--- config.mk ---
export PLATFORM = sky130hd
export DESIGN_NAME = trisc_ctrl_seq_flat
export DESIGN_NICKNAME = d
export VERILOG_FILES = /design/src/rtl/trisc_pkg.sv /design/src/rtl/trisc_ctrl_seq_if.sv /design/src/rtl/trisc_wait_ctr.sv /design/src/rtl/trisc_ctrl_seq.sv /design/src/flat_wrapper.sv
export SDC_FILE = /design/constraint.sdc
export NUM_CORES = 1
export LEC_CHECK = 0
export CAP_MARGIN = 20
export CORE_ASPECT_RATIO = 1.75
export CORE_MARGIN = 3
export CORE_UTILIZATION = 53
export CTS_BUF_LIST = sky130_fd_sc_hd__clkbuf_2
export DETAILED_ROUTE_END_ITERATION = 8
export PLACE_DENSITY = 0.93
export SLEW_MARGIN = 20
export SYNTH_ARGS = -nofsm -noshare
export SYNTH_HDL_FRONTEND = slang
export SYNTH_SLANG_ARGS = --single-unit
--- constraint.sdc ---
create_clock -name SysClock -period 2.65 [get_ports SysClock]
set_input_delay 0.265 -clock SysClock [delete_from_list [all_inputs] [get_ports SysClock]]
set_output_delay 0.265 -clock SysClock [all_outputs]
set_load 0.1 [all_outputs]
--- src/rtl/trisc_pkg.sv ---
// trisc_pkg: shared definitions for the TRISC control sequencer.
//   - opcode encodings (4-bit; wider opcode fields zero-extend them)
//   - sequencer state encodings and registered opcode class
//   - C-line bit indices and ALU-mode mapping onto C12/C13
package trisc_pkg;

  localparam logic [3:0] OP_LDA = 4'b0000;
  localparam logic [3:0] OP_STA = 4'b0001;
  localparam logic [3:0] OP_ADD = 4'b0010;
  localparam logic [3:0] OP_SUB = 4'b0011;
  localparam logic [3:0] OP_XOR = 4'b0100;
  localparam logic [3:0] OP_INC = 4'b0110;
  localparam logic [3:0] OP_CLR = 4'b0111;
  localparam logic [3:0] OP_JMP = 4'b1000;
  localparam logic [3:0] OP_JPZ = 4'b1001;
  localparam logic [3:0] OP_JPN = 4'b1010;
  localparam logic [3:0] OP_HLT = 4'b1111;

  // 15 states in 4 bits; encoding 4'hF is unused and recovers to S_INIT.
  typedef enum logic [3:0] {
    S_INIT    = 4'd0,
    S_FETCH_A = 4'd1,
    S_FETCH_R = 4'd2,
    S_DECODE  = 4'd3,
    S_EX_INC  = 4'd4,
    S_EX_CLR  = 4'd5,
    S_EX_JMP  = 4'd6,
    S_MA      = 4'd7,
    S_MR      = 4'd8,
    S_LD_WB   = 4'd9,
    S_MW      = 4'd10,
    S_AL_GAP  = 4'd11,
    S_AL_OP   = 4'd12,
    S_AL_WB   = 4'd13,
    S_HALT    = 4'd14
  } state_t;

  // Memory-referencing instruction class, captured in DECODE.
  typedef enum logic [2:0] {
    CLS_LD  = 3'd0,
    CLS_ST  = 3'd1,
    CLS_ADD = 3'd2,
    CLS_SUB = 3'd3,
    CLS_XOR = 3'd4
  } op_class_t;

  // C-line bit indices (C6 is reserved and never driven).
  localparam int C0  = 0;
  localparam int C1  = 1;
  localparam int C2  = 2;
  localparam int C3  = 3;
  localparam int C4  = 4;
  localparam int C5  = 5;
  localparam int C7  = 7;
  localparam int C8  = 8;
  localparam int C9  = 9;
  localparam int C10 = 10;
  localparam int C11 = 11;
  localparam int C12 = 12;
  localparam int C13 = 13;
  localparam int C14 = 14;

  // ALU mode as {C13, C12}.
  typedef enum logic [1:0] {
    ALU_ADD = 2'b00,
    ALU_SUB = 2'b01,
    ALU_XOR = 2'b10
  } alu_mode_t;

  function automatic alu_mode_t alu_mode_of(op_class_t cls);
    case (cls)
      CLS_SUB: return ALU_SUB;
      CLS_XOR: return ALU_XOR;
      default: return ALU_ADD;
    endcase
  endfunction

endpackage

--- src/rtl/trisc_ctrl_seq_if.sv ---
// trisc_ctrl_seq_if: IR/flag inputs and C-line outputs of the control sequencer.
//   opcode, zf, nf   : from instruction / flag registers (master -> slave)
//   ctrl             : C0..C14 control vector to the datapath (slave -> master)
//   halted           : high while the sequencer sits in HALT
//   illegal_op       : sticky unmapped-opcode flag
interface trisc_ctrl_seq_if #(
  parameter int OPC_W  = 4,
  parameter int CTRL_W = 15
);
  logic [OPC_W-1:0]  opcode;
  logic              zf;
  logic              nf;
  logic [CTRL_W-1:0] ctrl;
  logic              halted;
  logic              illegal_op;

  modport master (output opcode, zf, nf, input ctrl, halted, illegal_op);
  modport slave  (input opcode, zf, nf, output ctrl, halted, illegal_op);
endinterface

--- src/rtl/trisc_wait_ctr.sv ---
// trisc_wait_ctr: 4-bit load/decrement counter timing memory wait states.
//   clk      : sequencer clock; counts on the FALLING edge like the sequencer
//   rst_n    : asynchronous active-low reset, clears the count
//   load     : load load_val (has priority over dec)
//   load_val : value loaded, MEM_WAIT-1
//   dec      : decrement; saturates at 0 so the count never wraps
//   zero     : count is 0, the owning wait state exits on this edge
module trisc_wait_ctr (
  input  logic       clk,
  input  logic       rst_n,
  input  logic       load,
  input  logic [3:0] load_val,
  input  logic       dec,
  output logic       zero
);

  logic [3:0] cnt;

  always_ff @(negedge clk or negedge rst_n) begin
    if (!rst_n) begin
      cnt <= '0;
    end else if (load) begin
      cnt <= load_val;
    end else if (dec && (cnt != 4'd0)) begin
      cnt <= cnt - 4'd1;
    end
  end

  assign zero = (cnt == 4'd0);

endmodule

--- src/rtl/trisc_ctrl_seq.sv ---
// trisc_ctrl_seq: TRISC control sequencer (Moore FSM, falling-edge clocked).
//   SysClock   : system clock, all state changes on its falling edge
//   StartStop  : asynchronous active-low reset, forces INIT
//   bus        : slave side of trisc_ctrl_seq_if (opcode/zf/nf in; ctrl,
//                halted, illegal_op out)
// Parameters: OPC_W opcode width (>= 4), MEM_WAIT cycles per memory access
// (1..15), CTRL_W control vector width.
module trisc_ctrl_seq
  import trisc_pkg::*;
#(
  parameter int OPC_W    = 4,
  parameter int MEM_WAIT = 2,
  parameter int CTRL_W   = 15
) (
  input logic             SysClock,
  input logic             StartStop,
  trisc_ctrl_seq_if.slave bus
);

  localparam logic [3:0] WAIT_LOAD = 4'(MEM_WAIT - 1);

  state_t            state_q, state_d;
  op_class_t         cls_q, cls_d;
  logic [CTRL_W-1:0] ctrl_q, ctrl_d;
  logic              halted_q;
  logic              ill_q, ill_d;
  logic              wait_zero, wait_load, wait_dec;
  alu_mode_t         alu_mode;

  // Counter is reloaded only on entry to a wait state and drains while there.
  assign wait_load = (state_d != state_q) && (state_d inside {S_FETCH_R, S_MR, S_MW});
  assign wait_dec  = (state_q inside {S_FETCH_R, S_MR, S_MW}) && !wait_zero;

  trisc_wait_ctr u_wait (
    .clk      (SysClock),
    .rst_n    (StartStop),
    .load     (wait_load),
    .load_val (WAIT_LOAD),
    .dec      (wait_dec),
    .zero     (wait_zero)
  );

  always_comb begin
    // NOTE: every variable gets a default before the case so no path leaves
    // it unassigned; otherwise synthesis infers a latch.
    state_d = S_INIT;
    cls_d   = cls_q;
    ill_d   = 1'b0;
    case (state_q)
      S_INIT:    state_d = S_FETCH_A;
      S_FETCH_A: state_d = S_FETCH_R;
      S_FETCH_R: state_d = wait_zero ? S_DECODE : S_FETCH_R;
      S_DECODE: begin
        state_d = S_FETCH_A;
        case (bus.opcode)
          OPC_W'(OP_LDA): begin state_d = S_MA; cls_d = CLS_LD;  end
          OPC_W'(OP_STA): begin state_d = S_MA; cls_d = CLS_ST;  end
          OPC_W'(OP_ADD): begin state_d = S_MA; cls_d = CLS_ADD; end
          OPC_W'(OP_SUB): begin state_d = S_MA; cls_d = CLS_SUB; end
          OPC_W'(OP_XOR): begin state_d = S_MA; cls_d = CLS_XOR; end
          OPC_W'(OP_INC): state_d = S_EX_INC;
          OPC_W'(OP_CLR): state_d = S_EX_CLR;
          OPC_W'(OP_JMP): state_d = S_EX_JMP;
          OPC_W'(OP_JPZ): state_d = bus.zf ? S_EX_JMP : S_FETCH_A;
          OPC_W'(OP_JPN): state_d = bus.nf ? S_EX_JMP : S_FETCH_A;
          OPC_W'(OP_HLT): state_d = S_HALT;
          default:        ill_d   = 1'b1;
        endcase
      end
      S_EX_INC, S_EX_CLR, S_EX_JMP: state_d = S_FETCH_A;
      S_MA:     state_d = (cls_q == CLS_ST) ? S_MW : S_MR;
      S_MR: begin
        if (!wait_zero)           state_d = S_MR;
        else if (cls_q == CLS_LD) state_d = S_LD_WB;
        else                      state_d = S_AL_GAP;
      end
      S_LD_WB:  state_d = S_FETCH_A;
      S_MW:     state_d = wait_zero ? S_FETCH_A : S_MW;
      S_AL_GAP: state_d = S_AL_OP;
      S_AL_OP:  state_d = S_AL_WB;
      S_AL_WB:  state_d = S_FETCH_A;
      S_HALT:   state_d = S_HALT;
      default:  state_d = S_INIT;
    endcase
  end

  assign alu_mode = alu_mode_of(cls_d);

  // ctrl is decoded from the NEXT state and registered, so the output pins
  // carry the decode of the current state straight from flops.
  always_comb begin
    ctrl_d = '0;
    case (state_d)
      S_INIT:    ctrl_d[C0] = 1'b1;
      S_FETCH_A: ctrl_d[C3] = 1'b1;
      S_FETCH_R: begin ctrl_d[C3] = 1'b1; ctrl_d[C4] = 1'b1; end
      S_DECODE:  begin ctrl_d[C2] = 1'b1; ctrl_d[C3] = 1'b1; ctrl_d[C7] = 1'b1; end
      S_EX_INC:  ctrl_d[C9]  = 1'b1;
      S_EX_CLR:  ctrl_d[C8]  = 1'b1;
      S_EX_JMP:  ctrl_d[C1]  = 1'b1;
      S_MR:      ctrl_d[C4]  = 1'b1;
      S_LD_WB:   ctrl_d[C11] = 1'b1;
      S_MW:      begin ctrl_d[C4] = 1'b1; ctrl_d[C5] = 1'b1; end
      S_AL_OP: begin
        ctrl_d[C10] = 1'b1;
        ctrl_d[C12] = alu_mode[0];
        ctrl_d[C13] = alu_mode[1];
      end
      S_AL_WB: begin
        ctrl_d[C14] = 1'b1;
        ctrl_d[C12] = alu_mode[0];
        ctrl_d[C13] = alu_mode[1];
      end
      default: ;
    endcase
  end

  always_ff @(negedge SysClock or negedge StartStop) begin
    if (!StartStop) begin
      // NOTE: reset loads the INIT decode (C0), not all-zero, so ctrl stays
      // consistent with the state register from the moment reset asserts.
      state_q  <= S_INIT;
      cls_q    <= CLS_LD;
      ctrl_q   <= CTRL_W'(1) << C0;
      halted_q <= 1'b0;
      ill_q    <= 1'b0;
    end else begin
      // NOTE: non-blocking assignments here so every flop samples the values
      // from before this edge, regardless of statement order.
      state_q  <= state_d;
      cls_q    <= cls_d;
      ctrl_q   <= ctrl_d;
      halted_q <= (state_d == S_HALT);
      ill_q    <= ill_q | ill_d;
    end
  end

  assign bus.ctrl       = ctrl_q;
  assign bus.halted     = halted_q;
  assign bus.illegal_op = ill_q;

endmodule

--- src/flat_wrapper.sv ---
// flat-port wrapper written by rule: the top's interface ports become plain ports
module trisc_ctrl_seq_flat import trisc_pkg::*;
#(
  parameter int OPC_W    = 4,
  parameter int MEM_WAIT = 2,
  parameter int CTRL_W   = 15
)
  (SysClock, StartStop, bus_opcode, bus_zf, bus_nf, bus_ctrl, bus_halted, bus_illegal_op);
  trisc_ctrl_seq_if #(.OPC_W(OPC_W), .CTRL_W(CTRL_W)) bus_i ();
  input logic SysClock;
  input logic StartStop;
  input wire logic [$bits(bus_i.opcode)-1:0] bus_opcode;
  input wire logic [$bits(bus_i.zf)-1:0] bus_zf;
  input wire logic [$bits(bus_i.nf)-1:0] bus_nf;
  output wire logic [$bits(bus_i.ctrl)-1:0] bus_ctrl;
  output wire logic [$bits(bus_i.halted)-1:0] bus_halted;
  output wire logic [$bits(bus_i.illegal_op)-1:0] bus_illegal_op;
  assign bus_i.opcode = bus_opcode;
  assign bus_i.zf = bus_zf;
  assign bus_i.nf = bus_nf;
  assign bus_ctrl = bus_i.ctrl;
  assign bus_halted = bus_i.halted;
  assign bus_illegal_op = bus_i.illegal_op;
  trisc_ctrl_seq #(.OPC_W(OPC_W), .MEM_WAIT(MEM_WAIT), .CTRL_W(CTRL_W)) u_core (.SysClock(SysClock), .StartStop(StartStop), .bus(bus_i));
endmodule
* Yosys cells after proc, flatten, opt, wreduce, memory -nomap -nowiden
Cells that the tools add are included.
** Operators by class
- Reductions and logical operators :: 19
- Bitwise operators :: 1
- Mux-type cells :: 28
- Shift operators :: 0
- Div/mod/pow operators :: 0
- Eq/ne operators :: 40
- Multipliers :: 0
- Magnitude comparators :: 0
- $add $sub $neg :: 1
** Operators by type and width (count)
- 4-bit equality test, second input constant :: 17
- 4-bit by 3-bit equality test with 1-bit output, second input constant :: 10
- 4-bit case mux with 10 select lines :: 1
- 4-bit case mux with 7 select lines :: 1
- 4-bit by 2-bit equality test with 1-bit output, second input constant :: 6
- 4-bit zero test :: 4
- 4-bit two-way mux :: 4
- 3-bit case mux with 5 select lines :: 1
- 1-bit two-way mux :: 14
- 4-bit by 1-bit equality test with 1-bit output, second input constant :: 3
- 11-bit OR reduction :: 1
- 3-bit two-way mux :: 3
- 2-bit two-way mux :: 3
- 3-bit nonzero test :: 2
- 3-bit OR reduction :: 2
- 6-bit OR reduction :: 1
- 5-bit OR reduction :: 1
- 4-bit != test :: 1
- 2-bit case mux with 2 select lines :: 1
- 4-bit nonzero test :: 1
- 4-bit by 1-bit subtractor with 4-bit output, second input constant :: 1
- 3-bit by 1-bit equality test with 1-bit output, second input constant :: 1
- 3-bit by 2-bit equality test with 1-bit output, second input constant :: 1
- 3-bit equality test, second input constant :: 1
- 6 further kinds :: 8
** Word-level totals
- Word-level logic and storage cells :: 95
- ROM bits :: 0
- Memory bits (writable) :: 0
- Bits in latches :: 0
- Memories :: 0
- Register bits :: 27
- Input bits :: 8

* Depth between registers and ports, before layout
- Word-level depth :: 8
- Depth in mapped cells :: 9
- Gate-level depth less buffers :: 8

* Hierarchy
Synthesis repeated with hierarchy kept, for this count alone.
** Second synthesis, totals
- Cells, all modules :: 151
- Area total of the unflattened synthesis :: 1465.2 um^2
** Modules (own cells, without submodules)
- trisc_ctrl_seq :: sequential area each 551.8 um^2, times used 1, cells each 124, area an instance 1194.9 um^2
- trisc_wait_ctr :: sequential area each 100.1 um^2, times used 1, cells each 27, area an instance 270.3 um^2

==> qor.csv <==
metric;value;unit
status;finished, violations left;
failing checks;setup timing;
Arr. time, crit path;1680;ps
vias in the first global route;1365;
Detailed Place HPWL;2840;um
Initial DRC Count;83;
initial antenna violation count;0;
EDFF count, synth;0;
pre-CTS WS;-987;ps
ys async rst share;100;%
crit path buf inv count;2;
commonest non-fill, non-tap cell in the layout;buf_4;
full die area;3210;sq um
max_cap viols;0;
GRT overflow;0;
Cell variety after synth;48;
worst-path cell chain;buf_6, buf_4, nor2b_4, o32ai_4, o311a_1, or3_4, a31o_1;
Root Driver;clkbuf_2;
diodes inserted;0;
row cnt;23;
Routed Antenna Nets;0;
leakage power;0.959;nW
Synth Area in Adders;0.927;%
Crit Path Class;input pin to register;
largest family of logic cells by synthesized area;simple AND/OR/NAND/NOR gates;
die width;44.2;um
share of cells above drive strength 1;48.0;%
Post-Synth XOR/XNOR Area;1.95;%
mux share of post-synthesis cell area;2.22;%
Main synth FF type;dfrtn_1;
CP Launch Type;input pin;
Pins Over Slew Limit;0;
synthesis-stage register bit count;26;
fillcell total;87;
core region area;2360;sq um
Post-Syn Area;1350;sq um
CTS tree;done;
drt pass-1 iters;4;
CP Max Fanout;4;
crit path capture type;register;
critical path's top delay family;compound AO/OA/AOI/OAI gates;
min-delay worst type;register to register;
Max Root-Sink Buffers;2;
skew final;104;ps
Setup TNS;-1050;ps
Starting Density;57.2;%
Slowest cell on crit path;or3_4;
setup ws final;-165;ps
port bufs;23;
final instance area;2130;sq um
Die H;72.8;um
pin count of the biggest net entering global routing;19;
VDD IR max;1.28;mV
max incr delay on CP;420;ps
Worst Path Required;1510;ps
power per cell area;1220;nW/um^2
clock-pin slew on the worst setup and hold paths;150;ps
Mapped Cells;136;
Synthesis Warnings;0;
Vias;1292;
setup violators final;13;
DR WL/cell;21.5;um
GRT Overall Usage;27.1;%
later-pin clock latency in the skew report;410;ps
Routability Congestion;0.910;
most frequent cells in the layout;buf_4, dfrtn_1, buf_12;
CTS sink count;26;
syn nets;145;
depth of the CTS H-tree;1;
final hold violations;0;
nets;189;
simple-gate area share of the yosys netlist;21.0;%
cell area after placement;1920;sq um
TritonCTS Buffers;3;
number of vias per cell;6.33;
cts hold-fix bufs;0;
Layout area overhead;57.8;%
drt total wl;4390;um
# DRC;0;
fraction of the mapped netlist area in compound gates;18.0;%
syn_area_per_cell;9.93;sq um
post-synthesis sequential area ratio;48.3;%
RSZ-0062 raised after global routing;true;
first-pass GRT wire length;6390;um
Ports;25;
==> repair_timing <==
item,4_1_cts,5_1_grt
gates resized for setup,35,17
pin swaps,13,6
buffers inserted,4,2
endpoints found under the hold margin,0,0
endpoints found under the setup margin,23,18
==> state kept, by name, summed over array words and instances, names as in the netlist <==
name	flops
u_core.bus.illegal_op	1
u_core.state_q	4
u_core.cls_q	3
u_core.bus.ctrl	13
u_core.u_wait.cnt	4
u_core.bus.halted	1
==> cell families (layout without fill, tap and decap cells) <==
| logic type | after synthesis | after routing |
|---|---|---|
| compound gates | 29 | 29 |
| xor+xnor | 3 | 3 |
| fa+ha+maj | 1 | 1 |
| buf+inv | 23 | 66 |
| flops | 26 | 26 |
| mux | 3 | 3 |
| other cells | 1 | 1 |
| simple gates | 50 | 50 |
==> power by group <==
group | internal [mW] | switching, mW | total (mW)
Clock | 0.132 | 0.124 | 0.256
Sequential | 0.527 | 0.123 | 0.649
Combinational | 0.687 | 1.01 | 1.69
==> per-stage QoR <==
stage	hold slack, ps	power (mW)	util, %	std cells
detailed placement	479	2.11	81.2	194
CTS	484	2.44	85.9	202
finish	480	2.60	90.3	204
global route	495	2.71	90.3	204
floorplan	486	1.61	-	136
global placement	475	2.02	81.2	194
==> worst paths after layout <==
path | from | end | slack [ps] | depth (start not counted)
max | bus_opcode[0] | u_core.u_wait.cnt[0] | -160 | 7
min | u_core.bus.illegal_op | u_core.bus.illegal_op | 480 | 1
max reg2reg | u_core.u_wait.cnt[0] | u_core.bus.ctrl[8] | 330 | 8
max in group asynchronous | StartStop | u_core.bus.illegal_op | 910 | 2
min reg2reg | u_core.bus.illegal_op | u_core.bus.illegal_op | 480 | 1
min in group asynchronous | StartStop | u_core.bus.ctrl[12] | 1460 | 2
==> synthesized netlist by cell type, types with 2 or more instances <==
library cell,count,area share [%]
a21oi_1,6,2.2
a2bb2oi_1,2,1.3
a31oi_1,3,1.4
and4_1,2,1.3
buf_2,4,1.5
buf_4,2,1.1
clkbuf_1,6,1.7
dfrtn_1,25,46
inv_1,9,2.5
mux2i_1,3,2.2
nand2_1,7,1.9
nand2b_1,2,0.93
nor2_1,12,3.3
nor2b_1,3,1.4
nor3_1,7,2.6
nor4_1,5,2.3
o2111ai_1,2,1.3
o211a_1,2,1.5
o22ai_1,2,0.93
o32a_1,2,1.5
or3_1,2,0.93
xor2_1,2,1.3
==> cell type report <==
| cell class | instances | area, sq um | share of cell area (%) |
|---|---|---|---|
| Tap cell | 25 | 31.3 | 1.47 |
| Clock buffer | 3 | 15.0 | 0.705 |
| Timing Repair Buffer | 52 | 614 | 28.8 |
| Inverter | 9 | 36.3 | 1.70 |
| Multi-Input combinational cell | 87 | 748 | 35.1 |
| Sequential cell | 26 | 652 | 30.6 |
| Clock inverter | 2 | 33.8 | 1.59 |
==> per-layer routing <==
metal | vias up | wire length, um | GRT usage [%]
li1 | 575 | - | -
met1 | 640 | 1480 | 26.4
met2 | 61 | 2490 | 50.8
met3 | 16 | 216 | 3.46
met4 | 0 | 208 | 16.8
met5 | - | 0 | 0
(Power assumes the default switching activity.)
